$ cat src/rtl/write_buffer.sv
// write_buffer: posted-store FIFO between the cache controller and the SRAM controller.
// Define WB_FORWARD_EN to let loads hit buffered stores and bypass queued drains.
module write_buffer #(
  parameter int DEPTH = 4
) (
  input  logic        clk,
  input  logic        rst,
  input  logic        MEM_W_EN,
  input  logic        MEM_R_EN,
  input  logic [31:0] address,
  input  logic [31:0] wdata,
  output logic [31:0] rdata,
  output logic        ready,
  output logic        empty,
  output logic        sram_w_en,
  output logic        sram_r_en,
  output logic [31:0] sram_address,
  output logic [31:0] sram_wdata,
  input  logic [31:0] sram_rdata,
  input  logic        sram_ready
);
  localparam int PW = $clog2(DEPTH);
  localparam logic [PW:0] FULL = (PW+1)'(DEPTH);
  typedef enum logic [1:0] {IDLE, DRAIN, READ, GAP} state_t;
  state_t state_q, state_d;
  logic [31:0] mem_addr_q [DEPTH];
  logic [31:0] mem_data_q [DEPTH];
  logic [PW-1:0] head_q, head_d, tail_q, tail_d;
  logic [PW:0] count_q, count_d;
  logic [31:0] raddr_q, raddr_d;
  logic store, load, enq, deq, fwd_hit, load_go, read_done;
  logic [31:0] fwd_data;
  assign store = MEM_W_EN;
  assign load = MEM_R_EN & ~MEM_W_EN;
  assign empty = count_q == '0;
  assign enq = store & (count_q != FULL);
  assign deq = (state_q == DRAIN) & sram_ready;
  assign read_done = (state_q == READ) & sram_ready;
`ifdef WB_FORWARD_EN
  logic [PW-1:0] fwd_idx;
  // Walk oldest to newest so the youngest matching store wins.
  always_comb begin
    fwd_hit = 1'b0;
    fwd_data = '0;
    fwd_idx = '0;
    for (int k = 0; k < DEPTH; k++) begin
      fwd_idx = head_q + PW'(k);
      if (((PW+1)'(k) < count_q) && (mem_addr_q[fwd_idx][31:2] == address[31:2])) begin
        fwd_hit = 1'b1;
        fwd_data = mem_data_q[fwd_idx];
      end
    end
  end
  assign load_go = load & ~fwd_hit;
`else
  assign fwd_hit = 1'b0;
  assign fwd_data = '0;
  assign load_go = load & empty;
`endif
  always_ff @(posedge clk or negedge rst) begin
    if (!rst) begin
      state_q <= IDLE;
      head_q <= '0;
      tail_q <= '0;
      count_q <= '0;
      raddr_q <= '0;
    end else begin
      state_q <= state_d;
      head_q <= head_d;
      tail_q <= tail_d;
      count_q <= count_d;
      raddr_q <= raddr_d;
    end
  end
  always_ff @(posedge clk) begin
    if (enq) begin
      mem_addr_q[tail_q] <= address;
      mem_data_q[tail_q] <= wdata;
    end
  end
  always_comb begin
    head_d = deq ? head_q + 1'b1 : head_q;
    tail_d = enq ? tail_q + 1'b1 : tail_q;
    count_d = count_q + (PW+1)'(enq) - (PW+1)'(deq);
    raddr_d = (state_q == IDLE && load_go) ? address : raddr_q;
  end
  // Loads take priority over drains; a started transaction always runs to sram_ready.
  always_comb begin
    state_d = state_q == IDLE ? (load_go ? READ : (empty ? IDLE : DRAIN))
            : state_q == GAP  ? IDLE
            : (sram_ready ? GAP : state_q);
  end
  always_comb begin
    sram_w_en = state_q == DRAIN;
    sram_r_en = state_q == READ;
    sram_address = state_q == DRAIN ? mem_addr_q[head_q] : (state_q == READ ? raddr_q : '0);
    sram_wdata = state_q == DRAIN ? mem_data_q[head_q] : '0;
    ready = rst & (store ? (count_q != FULL) : (load & (fwd_hit | read_done)));
    rdata = (load & fwd_hit) ? fwd_data : ((load & read_done) ? sram_rdata : '0);
  end
endmodule

$ cat config.mk
export PLATFORM = sky130hd
export DESIGN_NAME = write_buffer
export DESIGN_NICKNAME = d
export VERILOG_FILES = /design/src/rtl/write_buffer.sv
export SDC_FILE = /design/constraint.sdc
export NUM_CORES = 1
export LEC_CHECK = 0
export CAP_MARGIN = 20
export CORE_ASPECT_RATIO = 0.9
export CORE_MARGIN = 1
export CORE_UTILIZATION = 40
export CTS_BUF_LIST = sky130_fd_sc_hd__clkbuf_4
export CTS_CLUSTER_SIZE = 14
export DETAILED_ROUTE_END_ITERATION = 12
export PLACE_DENSITY = 0.68
export SLEW_MARGIN = 30
export SYNTH_ARGS = -nofsm -noshare
export SYNTH_HDL_FRONTEND = slang
export SYNTH_SLANG_ARGS = --single-unit
$ cat constraint.sdc
create_clock -name clk -period 6.4 [get_ports clk]
set_input_delay 1.6 -clock clk [delete_from_list [all_inputs] [get_ports clk]]
set_output_delay 1.6 -clock clk [all_outputs]
set_load 0.01 [all_outputs]
==> flow_metrics.tcl, run 1 <==
set metrics [dict create \
    die_w_um 182 \
    synthesis.nets 668 \
    synth_commonest_cells "256 x edfxtp_1, 69 x and2_1, 64 x mux4_2, 41 x dfrtp_1" \
    synth_most_common_cell "edfxtp_1" \
    die_area_sq_um 29900 \
    num-fill-cells 2275 \
    cts.path.max_buffers 3 \
    cp_max_fo 33 \
    dp_slack_ps 845 \
    grt_overflow 0 \
    initial_utilization 0.412 \
    cp.required_ps 4800 \
    io_pins 201 \
    route.detailed.drc 0 \
    fin_util 0.536 \
    drt_iter0_drc 316 \
    status "finished clean" \
    wl_met1_mm 10.7 \
    clk_pin_slew_ps 60 \
    track_usage 0.176 \
    post_cts_buffers 0 \
    cts_max_level 3 \
    slew-limit-headroom 0.487 \
    clkLatencyLatePin_ps 660 \
    row_count 58 \
    yosysSeqAreaShare 0.746 \
    clock-sinks 297 \
    firstDrtPassIters 4 \
    syn_inst 560 \
    place.gp.congestion 0.746 \
    dpl.hpwl_mm 15.2 \
    finalSetupViolCount 0 \
    wl_met3_mm 1.82 \
    grt_pass1_vias 6940 \
    fin_setup_tns_ps 0 \
    postCtsHoldBufs 0 \
    nets 928 \
    synth_edf_count 256 \
    multi_input_area_sq_um 2810 \
    tightest_slew_ps 770 \
    core_area_sq_um 28300 \
    fmax_ghz 0.181 \
    ir_drop_mv 0.240 \
    synthArstFlopShare 0.138 \
    wl_per_cell_um 20.6 \
    total_power_mw 6.65 \
    drv_cap 0 \
    cts_tree "yes" \
    antenna_found_initial 0 \
    finClkSkew_ps 63.1 \
    cts_resized 0 \
    finalMaxSlewViolations 0 \
    leakagePower_nw 5.35 \
    worstSetupPathType "input port to output port" \
    min_period_over_period 0.862 \
    min_period_ps 5520 \
    area_growth_pct 29.9 \
    regArea_sq_um 8720 \
    netlist_area_sq_um 11700 \
    layout_setup_ws_ps 881 \
    wl_met2_mm 12.4 \
    vias 6343 \
    synth_top_area_share 0.659 \
    hold_path_class "register to register" \
    synth.distinct_cells 28 \
    top_layer_used "met4" \
    syn_avg_cell_area_sq_um 20.8 \
    via_per_inst 5.13 \
    rsz0062_at_grt "no" \
    startpoint_type "input port" \
    synth-seq-cells 297 \
    cts_buffers 78 \
    drtAntennaViolNets 0 \
    wirelength_mm 25.4 \
    synth_area_leaders "edfxtp_1 66%, mux4_2 12%, dfrtp_1 8.8%" \
    hold_violations 0 \
    port_buffers 200 \
    p_per_area_nw_per_um2 439 \
    fp.dieH_um 164 \
    drive_gt1_frac 0.271 \
    synth_warnings 0 \
    diodes 0 \
    arrival_ps 3920 \
    cts-root-buf "clkbuf_4" \
    end_kind "output port" \
    grt_start_max_net_pins 42 \
    grt_pass1_wl_mm 39.4 \
    ys.flop_type "edfxtp_1" \
    synth.largest_area_cell "edfxtp_1" \
]
cells in the final DEF, fill, tap and decap left out, types with 2 or more instances in the layout:
master,n
clkdlybuf4s50_1,199
mux4_2,64
mux2_2,32
ha_1,6
clkinv_1,18
buf_4,5
buf_16,5
a22oi_1,2
clkinv_2,2
nor2b_4,2
clkbuf_4,112
a22o_1,32
nor2_1,2
and2_1,65
dfrtp_4,2
xnor2_1,4
inv_1,6
inv_2,2
edfxtp_1,256
dfrtp_1,39
and2_4,4
nand2b_1,2
sequential cells by signal, summed over array words and instances (netlist names):
name        flops
count_q         3
tail_q          2
mem_addr_q    128
raddr_q        32
state_q         2
mem_data_q    128
head_q          2
final timing paths:
path                          endpoint  slack [ps]       start  cells past startpoint
hold / removal              raddr_q[0]         510  raddr_q[0]                      1
min in group asynchronous  raddr_q[15]        1110         rst                      2
hold reg to reg             raddr_q[0]         510  raddr_q[0]                      1
max in group asynchronous    head_q[0]        4760         rst                      2
setup / recovery              rdata[7]         880    MEM_R_EN                      5
setup reg to reg            count_q[2]        3870  state_q[0]                      9
per-layer routing:
layer / up-vias / GRT usage
met1: 3217 / 0.219
met5: - / 0
met3: 45 / 0.0548
li1: 2825 / -
met4: 0 / 0.0607
met2: 256 / 0.292
metrics by stage:
stage | instances | hold slack (ps) | area (sq um)
floorplan | 560 | 465 | 11700
global placement | 1094 | 477 | 14000
detailed placement | 1099 | 494 | 14200
CTS | 1235 | 510 | 15100
global route | 1236 | 517 | 15200
finish | 1236 | 506 | 15200
logic make-up after synthesis:
logic type | count (synthesis) | synth area share
flops | 297 | 0.746
mux | 97 | 0.155
simple gates | 81 | 0.0438
xor+xnor | 5 | 0.00375
compound gates | 36 | 0.0269
fa+ha+maj | 7 | 0.00815
buf+inv | 37 | 0.0155
power breakdown:
group          switching [mW]  leakage, nW  internal, mW  total, mW
Sequential              0.249         2.87          2.60       2.85
Clock                   0.734        0.574         0.844       1.58
Combinational           0.983         1.90          1.24       2.22
Total                    1.97         5.35          4.68       6.65
critical path, cell delays in order:
cell and delay (ps):
clkdlybuf4s50_1 490, nor2b_1 320, and3_1 730, and2_1 230, clkdlybuf4s50_1 540
layout make-up:
class | instances | area share
Clock buffer | 112 | 0.0555
Clock inverter | 24 | 0.00809
Inverter | 6 | 0.00149
Multi-Input combinational cell | 226 | 0.185
Sequential cell | 297 | 0.575
Tap cell | 360 | 0.0297
Timing Repair Buffer | 211 | 0.145
No activity file was read; power rests on OpenSTA's default activity.
==> run 2: changes to the inputs <==
==> constraint.sdc (replaced) <==
create_clock -name clk -period 5.7 [get_ports clk]
set_input_delay 1.425 -clock clk [delete_from_list [all_inputs] [get_ports clk]]
set_output_delay 1.425 -clock clk [all_outputs]
set_load 0.01 [all_outputs]
==> flow_metrics.tcl, run 2 (synthesis gave the netlist of run 1 again) <==
set metrics [dict create \
    finalSetupViolCount 0 \
    port_buffers 200 \
    multi_input_area_sq_um 2810 \
    fin_setup_tns_ps 0 \
    final_area_sq_um 15200 \
    nets 929 \
    drv_cap 0 \
    drt_iter0_drc 306 \
    die_w_um 182 \
    drtAntennaViolNets 0 \
    wirelength_mm 25.7 \
    num-fill-cells 2286 \
    grt_pass1_vias 7108 \
    clkLatencyLatePin_ps 660 \
    regArea_sq_um 8720 \
    min_period_ps 5140 \
    ff2ff_setup_slack_ps 2650 \
    min_period_over_period 0.902 \
    postCtsHoldBufs 0 \
    drive_gt1_frac 0.277 \
    p_per_area_nw_per_um2 494 \
    io_pins 201 \
    place.gp.congestion 0.738 \
    cts_buffers 78 \
    leakagePower_nw 5.35 \
    cp.required_ps 4280 \
    area_growth_pct 29.9 \
    dp.cells 1101 \
    post_cts_buffers 0 \
    status "finished clean" \
    via_per_inst 5.15 \
    cts-root-buf "clkbuf_4" \
    hold_ws_ps 504 \
    grt_overflow 0 \
    total_power_mw 7.48 \
    fin_util 0.536 \
    vias 6399 \
    layout_setup_ws_ps 560 \
    timing.rr.end "count_q[2]" \
    grt_pass1_wl_mm 39.7 \
    hold_path_class "register to register" \
    fmax_ghz 0.195 \
    track_usage 0.178 \
    die_area_sq_um 29900 \
    dp_slack_ps 599 \
    reg2reg_from "state_q[0]" \
    layout_common_cells "256 x edfxtp_1, 199 x clkdlybuf4s50_1, 113 x clkbuf_4" \
    ir_drop_mv 0.333 \
    rsz0062_at_grt "no" \
    dpl.hpwl_mm 15.5 \
    clk_pin_slew_ps 60 \
    grt_start_max_net_pins 42 \
    cts_resized 0 \
    antenna_found_initial 3 \
    whs_path_depth 1 \
    finalMaxSlewViolations 0 \
    worstHoldStart "raddr_q[11]" \
    worstSetupPathType "input port to output port" \
    firstDrtPassIters 4 \
    arrival_ps 3710 \
    initial_utilization 0.412 \
    route.detailed.drc 0 \
    tightest_slew_ps 777 \
    cts_tree "yes" \
    slew-limit-headroom 0.482 \
    hold_violations 0 \
    finClkSkew_ps 44.0 \
    cp_max_fo 33 \
    rr_worst_depth 10 \
    end_kind "output port" \
    cts_max_level 3 \
    row_count 58 \
    hold_end "raddr_q[11]" \
    wl_per_cell_um 20.7 \
    clock-sinks 297 \
    startpoint_type "input port" \
    final_cells 1243 \
    cts.path.max_buffers 3 \
    fp.dieH_um 164 \
    core_area_sq_um 28300 \
    final_common_cell "edfxtp_1" \
    reg_top3 "mem_addr_q x128, mem_data_q x128, raddr_q x32" \
    placed_area_sq_um 14100 \
]
-- run 2: changes by cell type in the layout (fill, tap and decap cells not counted), sizes merged --
cell      change
clkinvlp      +1
inv           +2
clkbuf        +1
diode         +2
buf           +1
-- run 2: worst max-delay path, stage by stage --
cell and delay, ps:
clkdlybuf4s50_1 480, nor2b_1 300, and3_1 730, and2_1 230, clkdlybuf4s50_1 540
-- run 2: cell type report --
class | count | area share
multi-input combinational | 226 | 0.185
clock inverter | 27 | 0.00991
antenna | 2 | 0.000330
tap | 360 | 0.0297
sequential | 297 | 0.575
timing repair buffer | 212 | 0.142
inverter | 6 | 0.00149
clock buffer | 113 | 0.0560
-- run 2: metal layers --
metal | part of all wire | global-route usage
met3 | 0.079 | 0.0596
met1 | 0.41 | 0.216
met4 | 0.018 | 0.0695
met2 | 0.50 | 0.294
met5 | 0 | 0
-- run 2: worst max-delay path by stage --
stage               startpoint          endpoint  slack (ps)  cells past startpoint
CTS                   MEM_R_EN          rdata[4]         590                      5
detailed placement    MEM_R_EN          rdata[4]         600                      5
global placement      MEM_R_EN         rdata[16]         720                      5
finish                MEM_R_EN          rdata[4]         560                      5
global route          MEM_R_EN         rdata[19]         360                      5
floorplan             MEM_W_EN  mem_addr_q[0][0]        2020                      2
-- run 2: power breakdown --
group	switching, mW	total [mW]	internal (mW)
Sequential	0.301	3.22	2.92
Combinational	1.09	2.45	1.36
Clock	0.843	1.81	0.966
==> run 3: changes to the inputs <==
--- a/config.mk
+++ b/config.mk
@@ -12,7 +12,9 @@
 export CTS_BUF_LIST = sky130_fd_sc_hd__clkbuf_4
 export CTS_CLUSTER_SIZE = 14
 export DETAILED_ROUTE_END_ITERATION = 12
+export HOLD_SLACK_MARGIN = 0.15
 export PLACE_DENSITY = 0.68
+export SKIP_CTS_REPAIR_TIMING = 1
 export SLEW_MARGIN = 30
 export SYNTH_ARGS = -nofsm -noshare
 export SYNTH_HDL_FRONTEND = slang
==> results of run 3 <==
Same layout as run 2: the final DEF is identical, and so are final timing and power.
